--- config.mk ---
export PLATFORM = sky130hd
export DESIGN_NAME = mem_arbiter_flat
export DESIGN_NICKNAME = d
export VERILOG_FILES = /design/src/rtl/mem_arbiter_pkg.sv /design/src/rtl/mem_arbiter_if.sv /design/src/rtl/mem_arb_port.sv /design/src/rtl/mem_arbiter.sv /design/src/flat_wrapper.sv
export SDC_FILE = /design/constraint.sdc
export NUM_CORES = 1
export LEC_CHECK = 0
export ABC_AREA = 1
export CORE_AREA = 4 4 551 553
export DETAILED_ROUTE_END_ITERATION = 10
export DIE_AREA = 0 0 555 557
export PLACE_DENSITY = 0.32
export SLEW_MARGIN = 20
export SYNTH_ARGS = -nofsm -noshare
export SYNTH_HDL_FRONTEND = slang
export SYNTH_HIERARCHICAL = 1
export SYNTH_SLANG_ARGS = --single-unit
--- constraint.sdc ---
create_clock -name clk -period 5 [get_ports clk]
set_input_delay 0.75 -clock clk [delete_from_list [all_inputs] [get_ports clk]]
set_output_delay 0.75 -clock clk [all_outputs]
set_load 0.02 [all_outputs]
--- src/rtl/mem_arbiter_pkg.sv ---
// Shared types and constants for the memory arbiter and its per-client ports.
package mem_arbiter_pkg;

   localparam int OFFSET_BITS = 5;
   localparam int LINE_OFFSET = OFFSET_BITS;
   localparam int ADDR_W      = 32;
   localparam int LINE_W      = 256;
   localparam int TAG_W       = ADDR_W - LINE_OFFSET;

   typedef enum logic [1:0] {
      IDLE,
      PEND,
      DONE,
      WDONE
   } port_state_t;

   typedef enum logic {
      ICACHE,
      DCACHE
   } client_e;

   // Clear the byte offset so the adapter always sees a line-aligned address.
   function automatic logic [ADDR_W-1:0] line_align(input logic [ADDR_W-1:0] a);
      return {a[ADDR_W-1:LINE_OFFSET], {LINE_OFFSET{1'b0}}};
   endfunction

endpackage

--- src/rtl/mem_arbiter_if.sv ---
// Bus bundle between the two cache miss ports, the arbiter and the cacheline adapter.
// The master view belongs to the arbiter; the slave view is the surrounding system.
interface mem_arbiter_if;
   import mem_arbiter_pkg::*;

   logic [ADDR_W-1:0] icache_addr;
   logic              icache_read;
   logic [LINE_W-1:0] icache_rdata;
   logic              icache_resp;

   logic [ADDR_W-1:0] dcache_addr;
   logic              dcache_read;
   logic              dcache_write;
   logic [LINE_W-1:0] dcache_wdata;
   logic [LINE_W-1:0] dcache_rdata;
   logic              dcache_resp;

   logic [ADDR_W-1:0] mc_addr;
   logic              mc_read;
   logic              mc_write;
   logic [LINE_W-1:0] mc_wdata;

   logic              cl_ready;
   logic [ADDR_W-1:0] cl_raddr;
   logic [LINE_W-1:0] cl_rdata;
   logic              cl_resp;

   logic              spurious_resp;

   modport master (
      input  icache_addr, icache_read,
      output icache_rdata, icache_resp,
      input  dcache_addr, dcache_read, dcache_write, dcache_wdata,
      output dcache_rdata, dcache_resp,
      output mc_addr, mc_read, mc_write, mc_wdata,
      input  cl_ready, cl_raddr, cl_rdata, cl_resp,
      output spurious_resp
   );

   modport slave (
      output icache_addr, icache_read,
      input  icache_rdata, icache_resp,
      output dcache_addr, dcache_read, dcache_write, dcache_wdata,
      input  dcache_rdata, dcache_resp,
      input  mc_addr, mc_read, mc_write, mc_wdata,
      output cl_ready, cl_raddr, cl_rdata, cl_resp,
      input  spurious_resp
   );

endinterface

--- src/rtl/mem_arb_port.sv ---
// Per-client tracking: request state, pending line tag, relative age and returned line.
module mem_arb_port
   import mem_arbiter_pkg::*;
(
   input  logic             clk,
   input  logic             rst,
   input  logic             read_i,
   input  logic             write_i,
   input  logic [TAG_W-1:0] tag_i,
   input  logic             grant_i,
   input  logic             other_grant_i,
   input  logic [TAG_W-1:0] cl_rtag_i,
   input  logic [LINE_W-1:0] cl_rdata_i,
   input  logic             hit_i,
   output logic             eligible_o,
   output logic             match_o,
   output logic             young_o,
   output logic             resp_o,
   output logic [LINE_W-1:0] rdata_o
);

   port_state_t       state_q;
   logic [TAG_W-1:0]  tag_q;
   logic              young_q;
   logic [LINE_W-1:0] rdata_q;

   // Client FSM plus the line tag, age flag and response data it owns.
   always_ff @(posedge clk or negedge rst) begin
      if (!rst) begin
         state_q <= IDLE;
         tag_q   <= '0;
         young_q <= 1'b0;
         rdata_q <= '0;
      end else begin
         // The most recent issue is the younger one; the other client becomes older.
         if (grant_i) begin
            young_q <= 1'b1;
         end else if (other_grant_i) begin
            young_q <= 1'b0;
         end
         case (state_q)
            IDLE: begin
               if (grant_i) begin
                  tag_q   <= tag_i;
                  state_q <= write_i ? WDONE : PEND;
               end
            end
            PEND: begin
               if (hit_i) begin
                  rdata_q <= cl_rdata_i;
                  state_q <= DONE;
               end
            end
            DONE, WDONE: state_q <= IDLE;
            default:     state_q <= IDLE;
         endcase
      end
   end

   assign eligible_o = (state_q == IDLE) && (read_i || write_i);
   assign match_o    = (state_q == PEND) && (tag_q == cl_rtag_i);
   assign young_o    = young_q;
   assign resp_o     = (state_q == DONE) || (state_q == WDONE);
   assign rdata_o    = rdata_q;

endmodule

--- src/rtl/mem_arbiter.sv ---
// Round-robin arbiter of I-cache and D-cache line traffic onto one adapter port,
// with out-of-order response routing by line address.
module mem_arbiter
   import mem_arbiter_pkg::*;
(
   input  logic          clk,
   input  logic          rst,
   mem_arbiter_if.master bus
);

   logic    i_elig, d_elig;
   logic    i_match, d_match;
   logic    i_young, d_young;
   logic    i_hit, d_hit;
   logic    gnt_i, gnt_d;
   client_e last_q;
   logic    spur_q;
   logic    unused_offset;

   assign unused_offset = ^bus.cl_raddr[LINE_OFFSET-1:0];

   mem_arb_port u_iport (
      .clk           (clk),
      .rst           (rst),
      .read_i        (bus.icache_read),
      .write_i       (1'b0),
      .tag_i         (bus.icache_addr[ADDR_W-1:LINE_OFFSET]),
      .grant_i       (gnt_i),
      .other_grant_i (gnt_d),
      .cl_rtag_i     (bus.cl_raddr[ADDR_W-1:LINE_OFFSET]),
      .cl_rdata_i    (bus.cl_rdata),
      .hit_i         (i_hit),
      .eligible_o    (i_elig),
      .match_o       (i_match),
      .young_o       (i_young),
      .resp_o        (bus.icache_resp),
      .rdata_o       (bus.icache_rdata)
   );

   mem_arb_port u_dport (
      .clk           (clk),
      .rst           (rst),
      .read_i        (bus.dcache_read),
      .write_i       (bus.dcache_write),
      .tag_i         (bus.dcache_addr[ADDR_W-1:LINE_OFFSET]),
      .grant_i       (gnt_d),
      .other_grant_i (gnt_i),
      .cl_rtag_i     (bus.cl_raddr[ADDR_W-1:LINE_OFFSET]),
      .cl_rdata_i    (bus.cl_rdata),
      .hit_i         (d_hit),
      .eligible_o    (d_elig),
      .match_o       (d_match),
      .young_o       (d_young),
      .resp_o        (bus.dcache_resp),
      .rdata_o       (bus.dcache_rdata)
   );

   // Grant selection; held at zero during reset so no issue leaks out while state clears.
   always_comb begin
      gnt_i = 1'b0;
      gnt_d = 1'b0;
      if (rst && bus.cl_ready) begin
         if (i_elig && d_elig) begin
            if (last_q == ICACHE) begin
               gnt_d = 1'b1;
            end else begin
               gnt_i = 1'b1;
            end
         end else begin
            gnt_i = i_elig;
            gnt_d = d_elig;
         end
      end
   end

   // Remember the last winner so a conflict alternates between clients.
   always_ff @(posedge clk or negedge rst) begin
      if (!rst) begin
         last_q <= ICACHE;
      end else if (gnt_i) begin
         last_q <= ICACHE;
      end else if (gnt_d) begin
         last_q <= DCACHE;
      end
   end

   // Issue mux onto the adapter request port; unissued fields are driven to zero.
   always_comb begin
      bus.mc_read  = 1'b0;
      bus.mc_write = 1'b0;
      bus.mc_addr  = '0;
      bus.mc_wdata = '0;
      if (gnt_i) begin
         bus.mc_read = 1'b1;
         bus.mc_addr = line_align(bus.icache_addr);
      end else if (gnt_d) begin
         bus.mc_addr = line_align(bus.dcache_addr);
         if (bus.dcache_write) begin
            bus.mc_write = 1'b1;
            bus.mc_wdata = bus.dcache_wdata;
         end else begin
            bus.mc_read = 1'b1;
         end
      end
   end

   // When both clients wait on the same line, only the older issue takes this response.
   assign i_hit = bus.cl_resp && i_match && (!d_match || d_young);
   assign d_hit = bus.cl_resp && d_match && (!i_match || i_young);

   // Flag a returning line that no pending read claimed.
   always_ff @(posedge clk or negedge rst) begin
      if (!rst) begin
         spur_q <= 1'b0;
      end else begin
         spur_q <= bus.cl_resp && !i_match && !d_match;
      end
   end

   assign bus.spurious_resp = spur_q;

endmodule

--- src/flat_wrapper.sv ---
// flat-port wrapper written by rule: the top's interface ports become plain ports
module mem_arbiter_flat import mem_arbiter_pkg::*;
  (clk, rst, bus_icache_addr, bus_icache_read, bus_icache_rdata, bus_icache_resp, bus_dcache_addr, bus_dcache_read, bus_dcache_write, bus_dcache_wdata, bus_dcache_rdata, bus_dcache_resp, bus_mc_addr, bus_mc_read, bus_mc_write, bus_mc_wdata, bus_cl_ready, bus_cl_raddr, bus_cl_rdata, bus_cl_resp, bus_spurious_resp);
  mem_arbiter_if bus_i ();
  input  logic clk;
  input  logic rst;
  input wire logic [$bits(bus_i.icache_addr)-1:0] bus_icache_addr;
  input wire logic [$bits(bus_i.icache_read)-1:0] bus_icache_read;
  output wire logic [$bits(bus_i.icache_rdata)-1:0] bus_icache_rdata;
  output wire logic [$bits(bus_i.icache_resp)-1:0] bus_icache_resp;
  input wire logic [$bits(bus_i.dcache_addr)-1:0] bus_dcache_addr;
  input wire logic [$bits(bus_i.dcache_read)-1:0] bus_dcache_read;
  input wire logic [$bits(bus_i.dcache_write)-1:0] bus_dcache_write;
  input wire logic [$bits(bus_i.dcache_wdata)-1:0] bus_dcache_wdata;
  output wire logic [$bits(bus_i.dcache_rdata)-1:0] bus_dcache_rdata;
  output wire logic [$bits(bus_i.dcache_resp)-1:0] bus_dcache_resp;
  output wire logic [$bits(bus_i.mc_addr)-1:0] bus_mc_addr;
  output wire logic [$bits(bus_i.mc_read)-1:0] bus_mc_read;
  output wire logic [$bits(bus_i.mc_write)-1:0] bus_mc_write;
  output wire logic [$bits(bus_i.mc_wdata)-1:0] bus_mc_wdata;
  input wire logic [$bits(bus_i.cl_ready)-1:0] bus_cl_ready;
  input wire logic [$bits(bus_i.cl_raddr)-1:0] bus_cl_raddr;
  input wire logic [$bits(bus_i.cl_rdata)-1:0] bus_cl_rdata;
  input wire logic [$bits(bus_i.cl_resp)-1:0] bus_cl_resp;
  output wire logic [$bits(bus_i.spurious_resp)-1:0] bus_spurious_resp;
  assign bus_i.icache_addr = bus_icache_addr;
  assign bus_i.icache_read = bus_icache_read;
  assign bus_icache_rdata = bus_i.icache_rdata;
  assign bus_icache_resp = bus_i.icache_resp;
  assign bus_i.dcache_addr = bus_dcache_addr;
  assign bus_i.dcache_read = bus_dcache_read;
  assign bus_i.dcache_write = bus_dcache_write;
  assign bus_i.dcache_wdata = bus_dcache_wdata;
  assign bus_dcache_rdata = bus_i.dcache_rdata;
  assign bus_dcache_resp = bus_i.dcache_resp;
  assign bus_mc_addr = bus_i.mc_addr;
  assign bus_mc_read = bus_i.mc_read;
  assign bus_mc_write = bus_i.mc_write;
  assign bus_mc_wdata = bus_i.mc_wdata;
  assign bus_i.cl_ready = bus_cl_ready;
  assign bus_i.cl_raddr = bus_cl_raddr;
  assign bus_i.cl_rdata = bus_cl_rdata;
  assign bus_i.cl_resp = bus_cl_resp;
  assign bus_spurious_resp = bus_i.spurious_resp;
  mem_arbiter u_core (.clk(clk), .rst(rst), .bus(bus_i));
endmodule
* Word level (Yosys, flattened, before mapping)
Cells that the tools add are included.
** Word-level totals
- Register bits after elaboration :: 574
- Output and inout port bits :: 805
- Word-level logic and storage cells :: 82
** Cells by class
- Eq/ne operators :: 12
- Muxes and demuxes :: 30
- Reductions and logical operators :: 30
** Operator list (count)
- 256-bit 2-to-1 mux :: 3
- 32-bit 2-to-1 mux :: 2
- 27-bit equality test :: 2
- 1-bit 2-to-1 mux :: 18
- 1-bit logical AND :: 12
- 2-bit case mux with 3 select lines :: 2
- 2-bit AND reduction :: 6
- 2-bit 2-to-1 mux :: 5
- 2-bit equality test (second input constant) :: 4
- 2-bit by 1-bit != test with 1-bit output (second input constant) :: 4
- 1-bit logical OR :: 5
- 2-bit by 1-bit equality test with 1-bit output (second input constant) :: 2
- 2-bit logical NOT :: 2
- 2-bit OR reduction :: 2
- 1-bit logical NOT :: 2
- 2-bit nonzero test :: 1

* Logic depth before layout (Yosys ltp)
Gate-level depths: netlist of run 1.
- Depth in word-level cells :: 7
- Mapped depth :: 14
- Depth with buffers taken out :: 12

* Modules after synthesis
The synthesis of run 1 kept the hierarchy.
** Modules (own cells, without submodules)
- mem_arb_port :: instances 2, cells an instance 780, area an instance 12126.6 um^2, sequential area each 7156.9 um^2
- mem_arbiter :: instances 1, cells an instance 697, area an instance 3552.2 um^2, sequential area each 50.0 um^2

* Least setup slack after synthesis of run 1
Ideal clock, no wire load.
- Kind :: input-to-output
- Start point :: input bus_dcache_write
- End point :: output bus_mc_wdata[246]
- Data arrival time :: 1750 ps
- Data required time :: 4250 ps
- Slack :: 2500 ps
- Cell stages on the path :: 7
- Cells stage by stage :: o21a_1 inv_2 nor2_4 nand2_2 buf_2 buf_6 nor2_1
** On the way
- Longest elaborated chain between the ends :: 7
- Elaborated cells between the ends (all ways) :: 10
- Those cells by class :: 7 x mux; 3 x reduce/logical
** RTL lines
- start, declared :: line flat_wrapper.sv:13 : input wire logic [$bits(bus_i.dcache_write)-1:0] bus_dcache_write;
- 1-bit logical OR :: line mem_arb_port.sv:60 : assign eligible_o = (state_q == IDLE) && (read_i || write_i);
- 1-bit logical AND :: line mem_arb_port.sv:60
- 1-bit logical AND :: line mem_arbiter.sv:63 : if (i_elig && d_elig) begin
- 1-bit 2-to-1 mux :: line mem_arbiter.sv:63
- 1-bit 2-to-1 mux :: line mem_arbiter.sv:62 : if (rst && bus.cl_ready) begin
- 256-bit 2-to-1 mux :: line mem_arbiter.sv:96 : end else if (gnt_d) begin
- 256-bit 2-to-1 mux * :: line mem_arbiter.sv:93 : if (gnt_i) begin
- end, declared :: line flat_wrapper.sv:20 : output wire logic [$bits(bus_i.mc_wdata)-1:0] bus_mc_wdata;
Every way passes the cells marked *; elsewhere a longest branch is shown, timed or not.

* Worst setup path in the final report of run 1
- Start point :: register u_core.u_dport.state_q[1]
- End point :: output bus_mc_wdata[29]
** On the way
- Longest elaborated chain between the ends :: 7
- Elaborated cells between the ends (all ways) :: 9
- Those cells by class :: 6 x mux; 3 x reduce/logical
** RTL lines
- start, declared :: line mem_arb_port.sv:22 : port_state_t state_q;
- start signal, assigned :: line mem_arb_port.sv:45 : state_q <= write_i ? WDONE : PEND;
- 2-bit logical NOT * :: line mem_arb_port.sv:60
- 1-bit logical AND * :: line mem_arb_port.sv:60
- via u_core.d_elig :: line mem_arbiter.sv:11 : logic i_elig, d_elig;
- 1-bit logical AND :: line mem_arbiter.sv:63
- 1-bit 2-to-1 mux :: line mem_arbiter.sv:63
- 1-bit 2-to-1 mux :: line mem_arbiter.sv:62
- 256-bit 2-to-1 mux :: line mem_arbiter.sv:96
- 256-bit 2-to-1 mux * :: line mem_arbiter.sv:93
Mark *: on every way through the listed nets, which the timed path passes. The rest lies on a longest branch.

==> results of run 1 <==
worst paths after layout:
path,to,start,depth (start not counted)
min in group asynchronous,u_core/u_dport/state_q[0],rst,2
hold / removal,u_core/u_dport/state_q[1],bus_dcache_write,3
setup reg to reg,u_core/u_dport/tag_q[16],u_core/u_iport/state_q[1],9
hold reg to reg,u_core/u_iport/rdata_o[158],u_core/u_iport/rdata_o[158],1
max in group asynchronous,u_core/u_dport/rdata_o[108],rst,5
setup / recovery,bus_mc_wdata[29],u_core/u_dport/state_q[1],8
cells in the mapped netlist:
library cell	number
nor3b_1	1
o31ai_1	2
dfrtp_1	574
o21ai_0	2
conb_1	1
mux2_1	14
a21oi_1	42
nand2_2	4
mux2_2	54
inv_1	104
o21a_1	2
mux2_4	458
buf_6	80
nand3_1	61
inv_2	1
nor2_2	190
nor2_4	13
nor2_1	149
clkbuf_1	14
a22oi_1	2
xnor2_1	6
nand2_1	437
buf_4	11
buf_2	35
final cells by class:
class,instances,share of cell area [%]
clock buffers,115,4.74
repair buffers,1457,31.3
inverters,105,0.787
flip-flops and latches,574,28.7
clock inverters,31,0.784
multi-input cells,1444,23.8
diodes,19,0.0949
well taps,3958,9.89
through the flow:
stage	setup slack [ps]	cells
finish	503	7703
floorplan	2500	2263
global route	296	7687
CTS	306	7684
detailed placement	527	7537
global placement	510	7537
worst max-delay path: stages, from the launching register on:
cell	delay, ps
dfrtp_1	470
nor2_1	430
o21a_1	250
inv_2	60
nor2_4	170
nand2_8	240
buf_12	300
nor2_1	280
clkdlybuf4s50_1	750
what timing repair did:
item	4_1_cts	5_1_grt
hold endpoints to repair	27	0
hold buffers	1	0
setup endpoints to repair	0	0
cells by family after synthesis:
| group | Yosys count | synth area share [%] |
|---|---|---|
| compound gates | 50 | 0.954 |
| xor+xnor | 6 | 0.189 |
| buf+inv | 245 | 5.77 |
| flops | 574 | 51.7 |
| mux | 526 | 27.5 |
| other cells | 1 | 0.0135 |
| simple gates | 855 | 13.9 |
layer usage:
layer	vias up	GRT usage [%]
met5	-	0
met4	120	2.87
met3	298	4.82
met2	1068	22.5
met1	11500	12.0
li1	10200	-
registers in the layout, indices dropped and copies added, names as in the netlist:
signal / cells
u_core/bus.spurious_resp: 1
u_core/last_q: 1
u_core/u_dport/rdata_o: 256
u_core/u_dport/state_q: 2
u_core/u_dport/tag_q: 27
u_core/u_dport/young_o: 1
u_core/u_iport/rdata_o: 256
u_core/u_iport/state_q: 2
u_core/u_iport/tag_q: 27
u_core/u_iport/young_o: 1
power by group:
| group | internal (uW) | total [uW] | switching, uW |
|---|---|---|---|
| logic | 549 | 1110 | 565 |
| registers | 4650 | 4660 | 5.37 |
| clock network | 3730 | 6120 | 2390 |
==> results.json, run 1 <==
{
  "most-common-layout-cells": "clkdlybuf4s50_1 (1,247), dfrtp_1 (574), mux2_4 (458)",
  "worstSkewPairLatency_ps": 770,
  "worstPathRequired_ps": 4250,
  "met1_length_um": 67000,
  "layout_commonest_cell": "clkdlybuf4s50_1",
  "critical_path.max_fanout": 49,
  "wl_per_cell_um": 25.0,
  "vias": 23200,
  "syn-cell-area_um2": 27800,
  "dr_wl_met3_um": 17600,
  "grt_pass1_vias": 25200,
  "rows": 201,
  "die-area_um2": 309000,
  "cts.clk_slew.worst_paths_ps": 60,
  "ys_seq_area_share_pct": 51.7,
  "synthCells": 2257,
  "grt_max_degree": 125,
  "h-tree-depth": 3,
  "num_io_pins": 1420,
  "drt_pass1_iterations": 6,
  "multi_input_area_um2": 11900,
  "min_period_ps": 4500,
  "cts_buffer_depth": 4,
  "placed_cell_area_um2": 47300,
  "drv_cap": 0,
  "end_kind": "output port",
  "ys_ff_latch": 574,
  "seqCellArea_um2": 14400,
  "top_layer_used": "met5",
  "fillers": 33200,
  "dp_hpwl_um": 164000,
  "rsz0062_at_grt": "false",
  "ir_drop_mv": 0.208,
  "drc": 0,
  "criticalPathCategory": "reg -> out",
  "cp-start-kind": "register",
  "post-cts-setup-buffers": 0,
  "ff2ff_setup_slack_ps": 1580,
  "core_um2": 299000,
  "cts_tree": "built",
  "cts_num_sinks": 574,
  "area_growth_pct": 80.2,
  "final_util_pct": 16.8,
  "finalHoldViolCount": 0,
  "die_y_um": 557,
  "yosys_warnings": 6,
  "slew_headroom_pct": 42.5,
  "avgSynthCellArea_um2": 12.3,
  "finalPower_uw": 11900,
  "worst-endpoint-arrival_ps": 3750,
  "p_leak_uw": 0.0225,
  "ant_nets": 0,
  "finalWirelength_um": 192000,
  "die_w_um": 555,
  "powerDensity_nw_per_um2": 237,
  "fmax_ghz": 0.222,
  "drv_slew": 0,
  "period_share_pct": 89.9,
  "hold_slack_ps": 400,
  "portBuffers": 1399,
  "fin_nets": 4282,
  "synthDistinctLibCells": 24,
  "synth_area_leader_cell": "dfrtp_1",
  "root_buffer": "clkbuf_16",
  "grt_pass1_wl_um": 251000,
  "antenna_found_initial": 96,
  "initial_utilization_pct": 9.31,
  "dr_wl_met2_um": 102000,
  "gp_congestion": 0.826,
  "setup_viol": 0,
  "hp-class": "in -> reg",
  "post_cts_resized": 0,
  "viasPerCell": 3.01,
  "drtIter0Drc": 1029,
  "overflow": 0,
  "tightest_slew_ps": 862,
  "cts_made_buffers": 85,
  "ys_top_cells_by_area": "dfrtp_1 (52%), mux2_4 (25%), nand2_1 (5.9%), nor2_2 (4.3%), buf_6 (3.2%)",
  "fin_skew_ps": 59.1,
  "drive_above_1_share_pct": 28.4,
  "status": "completed",
  "tns_ps": 0,
  "fin_area_um2": 50100,
  "yosysTopAreaCellShare_pct": 51.7,
  "track_usage_pct": 11.9
}
(Power assumes the default switching activity.)
==> run 2, diff against run 1 <==
Settings changed: CORE_AREA 4 4 551 553 to 4 4 546 548, DIE_AREA 0 0 555 557 to 0 0 550 552.
==> run 2 against run 1 <==
  * Wire length up 0.84%
  * Combinational power barely moved
  * Critical path type unchanged
  * Clock skew is 27 ps lower
  * Largest power group unchanged
  * Design area down 2.2%
  * Sequential power hardly changed
==> results.json, run 2 (synthesis results as in run 1) <==
{
  "status": "completed",
  "rr_worst_depth": 12,
  "tns_ps": 0,
  "dp_hpwl_um": 164000,
  "antenna_found_initial": 102,
  "drive_above_1_share_pct": 27.5,
  "final_util_pct": 16.7,
  "cts_num_sinks": 574,
  "critical_path.max_fanout": 49,
  "end_kind": "output port",
  "sw_frac_of_total_pct": 25.4,
  "final_cell_count_no_fill": 7665,
  "p_leak_uw": 0.0222,
  "slowest_stage": "buf_4",
  "fmax_ghz": 0.226,
  "portBuffers": 1399,
  "core_um2": 293000,
  "crit-reg2reg-launch": "u_core/u_iport/tag_q[20]",
  "num_io_pins": 1420,
  "worst-endpoint-arrival_ps": 3680,
  "finalHoldViolCount": 0,
  "cts_hold_buffers": 1,
  "ir_drop_mv": 0.212,
  "die-area_um2": 304000,
  "min_period_ps": 4430,
  "hp-class": "in -> async",
  "area_growth_pct": 76.3,
  "track_usage_pct": 12.2,
  "grt_max_degree": 142,
  "power_switching_uw": 3040,
  "root_buffer": "clkbuf_16",
  "placed_cell_area_um2": 46200,
  "rsz0062_at_grt": "false",
  "worstPathCellList": "nor2_1 > o21a_1 > nand2_1 > nand2_8 > buf_4 > nor2_2 > clkdlybuf4s50_1",
  "fin_nets": 4280,
  "fin_skew_ps": 31.8,
  "cts_buffer_depth": 4,
  "critPathTopFamily": "buffers and inverters",
  "rows": 199,
  "cp-start-kind": "register",
  "drc": 0,
  "h-tree-depth": 3,
  "worstSkewPairLatency_ps": 760,
  "power_frac_comb_pct": 9.4,
  "r2r_end": "u_core/u_iport/rdata_o[175]",
  "slew_headroom_pct": 27.8,
  "cts_made_buffers": 85,
  "finalWirelength_um": 194000,
  "drv_slew": 0,
  "p_int_uw": 8910,
  "tightest_slew_ps": 1080,
  "viasPerCell": 3.01,
  "clkPwrFrac_pct": 51.7,
  "wl_per_cell_um": 25.3,
  "path_buf_inv": 2,
  "ff2ff_setup_slack_ps": 1730,
  "initial_utilization_pct": 9.49,
  "slowest_delay_ps": 660,
  "drv_cap": 0,
  "grt_pass1_vias": 25000,
  "drt_pass1_iterations": 6,
  "gp_congestion": 0.865,
  "vias": 23100,
  "grt_pass1_wl_um": 251000,
  "cts.clk_slew.worst_paths_ps": 70,
  "most-common-layout-cells": "clkdlybuf4s50_1 (1,276), dfrtp_1 (574), mux2_4 (458)",
  "die_w_um": 550,
  "post-cts-setup-buffers": 0,
  "post_cts_resized": 0,
  "overflow": 0,
  "die_y_um": 552,
  "place_inst": 7496,
  "powerDensity_nw_per_um2": 244,
  "cts_tree": "built",
  "layout_commonest_cell": "clkdlybuf4s50_1",
  "setup_viol": 0,
  "p_seq_share_pct": 39.0,
  "worstPathRequired_ps": 4250,
  "finalPower_uw": 12000,
  "criticalPathCategory": "reg -> out",
  "fin_area_um2": 49000,
  "period_share_pct": 88.6,
  "ant_nets": 0,
  "drtIter0Drc": 1107
}
==> run 2: cell type report <==
class | instances | area (um^2)
fill | 32600 | 244000
timing repair buffer | 1455 | 14600
sequential | 574 | 14400
multi-input combinational | 1444 | 11900
tap | 3919 | 4900
clock buffer | 125 | 2470
inverter | 105 | 394
clock inverter | 22 | 315
antenna | 21 | 52.6
==> run 2: how the worst max path moves through the flow <==
stage                                         start                          end  slack (ps)  depth (start not counted)
after floorplan                    bus_dcache_write            bus_mc_wdata[246]        2500                          7
after global placement             bus_cl_raddr[11]  u_core/u_iport/rdata_o[243]         680                         14
after detailed placement           bus_cl_raddr[11]    u_core/u_dport/rdata_o[9]         770                         13
after CTS                 u_core/u_iport/state_q[1]            bus_mc_wdata[208]         410                          7
after global routing      u_core/u_iport/state_q[1]            bus_mc_wdata[208]         340                          7
final                     u_core/u_iport/state_q[1]            bus_mc_wdata[185]         570                          7
==> run 2: worst reg2reg max path, stage by stage, from the launching register on <==
cell and delay, ps:
dfrtp_1 400, nor2_1 100, nor2_1 50, nor2_1 150, nand2_1 210, nor2_1 160
nand2_1 60, nor2_1 160, nand2_1 70, a21oi_1 410, nand2_8 360, buf_12 450
mux2_4 550
==> run 2: layer usage <==
metal	part of all wire [%]	up-vias	track usage (%)
li1	-	10200	-
met1	35	11400	12.1
met2	52	1046	22.7
met3	9.7	318	5.25
met4	3.7	126	3.96
met5	0.40	-	0
==> run 2: metrics by stage <==
step	hold WS (ps)	setup WS, ps
global route	347	339
global placement	489	677
detailed placement	491	770
finish	402	570
CTS	292	411
floorplan	454	2500
==> run 2: power by group through the flow <==
stage | clock (uW) | combinational [uW] | sequential (uW)
final | 6180 | 1120 | 4660
after global routing | 6650 | 1200 | 4660
after global placement | 0 | 1150 | 4740
after CTS | 6540 | 1160 | 4660
after detailed placement | 0 | 1150 | 4740
after floorplan | 0 | 256 | 4740
==> run 3, diff against run 2 <==
Settings changed: ABC_AREA 1 to not set, CORE_AREA 4 4 546 548 to 4 4 556 558, DIE_AREA 0 0 550 552 to 0 0 560 562.
==> run 3 against run 2 <==
  * Hold slack worse by 0.65 ps
  * Non-clock buffer count is 46 higher
  * Setup slack better by 59 ps
  * Clock skew grew 71 ps
  * First-iteration DRC count decreased by 12%
  * Wire length grew 7.2%
  * Core utilization decreased by 0.066 points
  * Count of clock-buffer cells in the layout is 2 higher
  * Cell count down 2.4%
  * Global-route usage grew 0.51 points
  * Die area up 3.7%
  * Largest cell class unchanged
==> results.json, run 3 <==
{
  "status": "completed",
  "hp-class": "in -> async",
  "synth.most_common_cell": "dfrtp_1",
  "track_usage_pct": 12.7,
  "overflow": 0,
  "ys_top_cells_by_area": "dfrtp_1 (50%), mux2_4 (25%), nor3_2 (8.2%), inv_1 (3.4%), mux2_2 (3.4%)",
  "syn-cell-area_um2": 28900,
  "final_cell_count_no_fill": 7483,
  "synth-edff-count": 0,
  "multi_input_area_um2": 12000,
  "ys_ff_latch": 574,
  "fin_skew_ps": 102,
  "min_period_ps": 4370,
  "grt_pass1_wl_um": 266000,
  "synthCells": 1964,
  "post_cts_resized": 0,
  "cts.clk_slew.worst_paths_ps": 80,
  "ys_seq_area_share_pct": 49.7,
  "sw_frac_of_total_pct": 28.6,
  "layout_commonest_cell": "clkdlybuf4s50_1",
  "cts_tree": "built",
  "power_frac_comb_pct": 16.4,
  "finalHoldViolCount": 0,
  "num_io_pins": 1420,
  "wl_per_cell_um": 27.8,
  "period_share_pct": 87.4,
  "yosys-top-cells-count": "dfrtp_1 (574), mux2_4 (480), inv_1 (260), nor3_2 (237), mux2_2 (86)",
  "antenna_found_initial": 101,
  "grt_pass1_vias": 23700,
  "area_growth_pct": 75.6,
  "viasPerCell": 2.92,
  "rows": 203,
  "ir_drop_mv": 0.324,
  "cts_num_sinks": 574,
  "drv_slew": 0,
  "hold_slack_ps": 401,
  "cts_made_buffers": 85,
  "synthArstFlopShare_pct": 100,
  "drv_cap": 0,
  "finalWirelength_um": 208000,
  "p_leak_uw": 0.0225,
  "fillers": 33600,
  "p_int_uw": 9320,
  "portBuffers": 1399,
  "synthDistinctLibCells": 38,
  "drive_above_1_share_pct": 34.3,
  "p_seq_share_pct": 38.6,
  "slew_headroom_pct": 35.5,
  "ant_nets": 0,
  "fmax_ghz": 0.229,
  "most-common-layout-cells": "clkdlybuf4s50_1 (1,241), dfrtp_1 (574), mux2_4 (480)",
  "dp_hpwl_um": 179000,
  "drc": 0,
  "worstSkewPairLatency_ps": 810,
  "fin_area_um2": 50700,
  "tns_ps": 0,
  "initial_utilization_pct": 9.49,
  "criticalPathCategory": "in -> out",
  "fin_nets": 4030,
  "tightest_slew_ps": 967,
  "power_switching_uw": 3730,
  "vias": 21800,
  "h-tree-depth": 3,
  "die_w_um": 560,
  "drtIter0Drc": 979,
  "worst-endpoint-arrival_ps": 3620,
  "drt_pass1_iterations": 4,
  "core_um2": 305000,
  "placed_cell_area_um2": 48000,
  "grt_max_degree": 122,
  "root_buffer": "clkbuf_16",
  "powerDensity_nw_per_um2": 257,
  "cts_buffer_depth": 4,
  "ys.flop_type": "dfrtp_1",
  "yosysTopAreaCellShare_pct": 49.7,
  "die-area_um2": 315000,
  "synth_area_leader_cell": "dfrtp_1",
  "setup_viol": 0,
  "rsz0062_at_grt": "false",
  "place_inst": 7324,
  "seqCellArea_um2": 14400,
  "gp_congestion": 0.943,
  "cp-start-kind": "primary input",
  "avgSynthCellArea_um2": 14.7,
  "worstPathRequired_ps": 4250,
  "yosys_warnings": 6,
  "end_kind": "output port",
  "clkPwrFrac_pct": 45.0,
  "die_y_um": 562,
  "final_util_pct": 16.7,
  "critical_path.max_fanout": 14
}
==> run 3: layout make-up <==
cell class | count | area share (%)
repair buffers | 1501 | 31.0
flip-flops and latches | 574 | 28.3
multi-input cells | 993 | 23.6
well taps | 3997 | 9.86
clock buffers | 127 | 4.84
inverters | 260 | 1.92
clock inverters | 18 | 0.370
diodes | 13 | 0.0641
==> run 3: cell families after synthesis <==
group,count (synthesis),synth area share (%)
DFF,574,49.7
muxes,567,28.3
buffers and inverters,403,8.97
and+or+nand+nor,299,9.44
AOI/OAI and AO/OA,66,1.89
xor gates and xnor gates,54,1.64
other,1,0.0130
==> run 3: worst paths after layout <==
path	startpoint	to	slack, ps	cells past startpoint
worst max-delay path	bus_dcache_write	bus_mc_wdata[84]	630	7
worst min-delay path	rst	u_core/u_dport/rdata_o[65]	400	2
worst max register to register	u_core/u_iport/tag_q[25]	u_core/u_dport/rdata_o[169]	1400	10
worst min register to register	u_core/u_iport/young_o	u_core/u_iport/young_o	470	1
max in group asynchronous	rst	u_core/u_dport/rdata_o[183]	2740	4
min in group clk	u_core/u_iport/young_o	u_core/u_iport/young_o	470	1
==> run 3: metal layers <==
| layer | global-route usage (%) | vias up | wire (um) |
|---|---|---|---|
| li1 | - | 9565 | - |
| met1 | 15.5 | 10900 | 87200 |
| met2 | 20.4 | 1053 | 93800 |
| met3 | 6.53 | 259 | 23700 |
| met4 | 1.86 | 72 | 2970 |
| met5 | 0 | - | 467 |
==> run 3: what timing repair did <==
action / in CTS / in global routing
hold buffers: 1 / 0
buffers inserted: 0 / 0
endpoints found under the hold margin: 7 / 0
setup endpoints to repair: 0 / 0
==> run 3: worst max-delay path, cell delays in order <==
cell and delay (ps):
clkdlybuf4s50_1 480, nor2_1 90, nor3_1 380, nand3_4 490, buf_4 380, nor3_2 300
clkdlybuf4s50_1 690
==> run 3: power groups by stage <==
| stage | clock network, uW | registers [uW] | logic (uW) |
|---|---|---|---|
| after CTS | 6220 | 5050 | 2190 |
| after global placement | 0 | 5130 | 2170 |
| after detailed placement | 0 | 5130 | 2180 |
| final | 5870 | 5040 | 2140 |
| after floorplan | 0 | 5070 | 974 |
| after global routing | 6350 | 5070 | 2300 |
==> run 3: stage by stage <==
step	setup slack [ps]	power (uW)
4_1_cts	545	13500
6_report	629	13100
5_1_grt	484	13700
3_5_place_dp	512	7310
3_3_place_gp	474	7300
2_1_floorplan	2010	6050
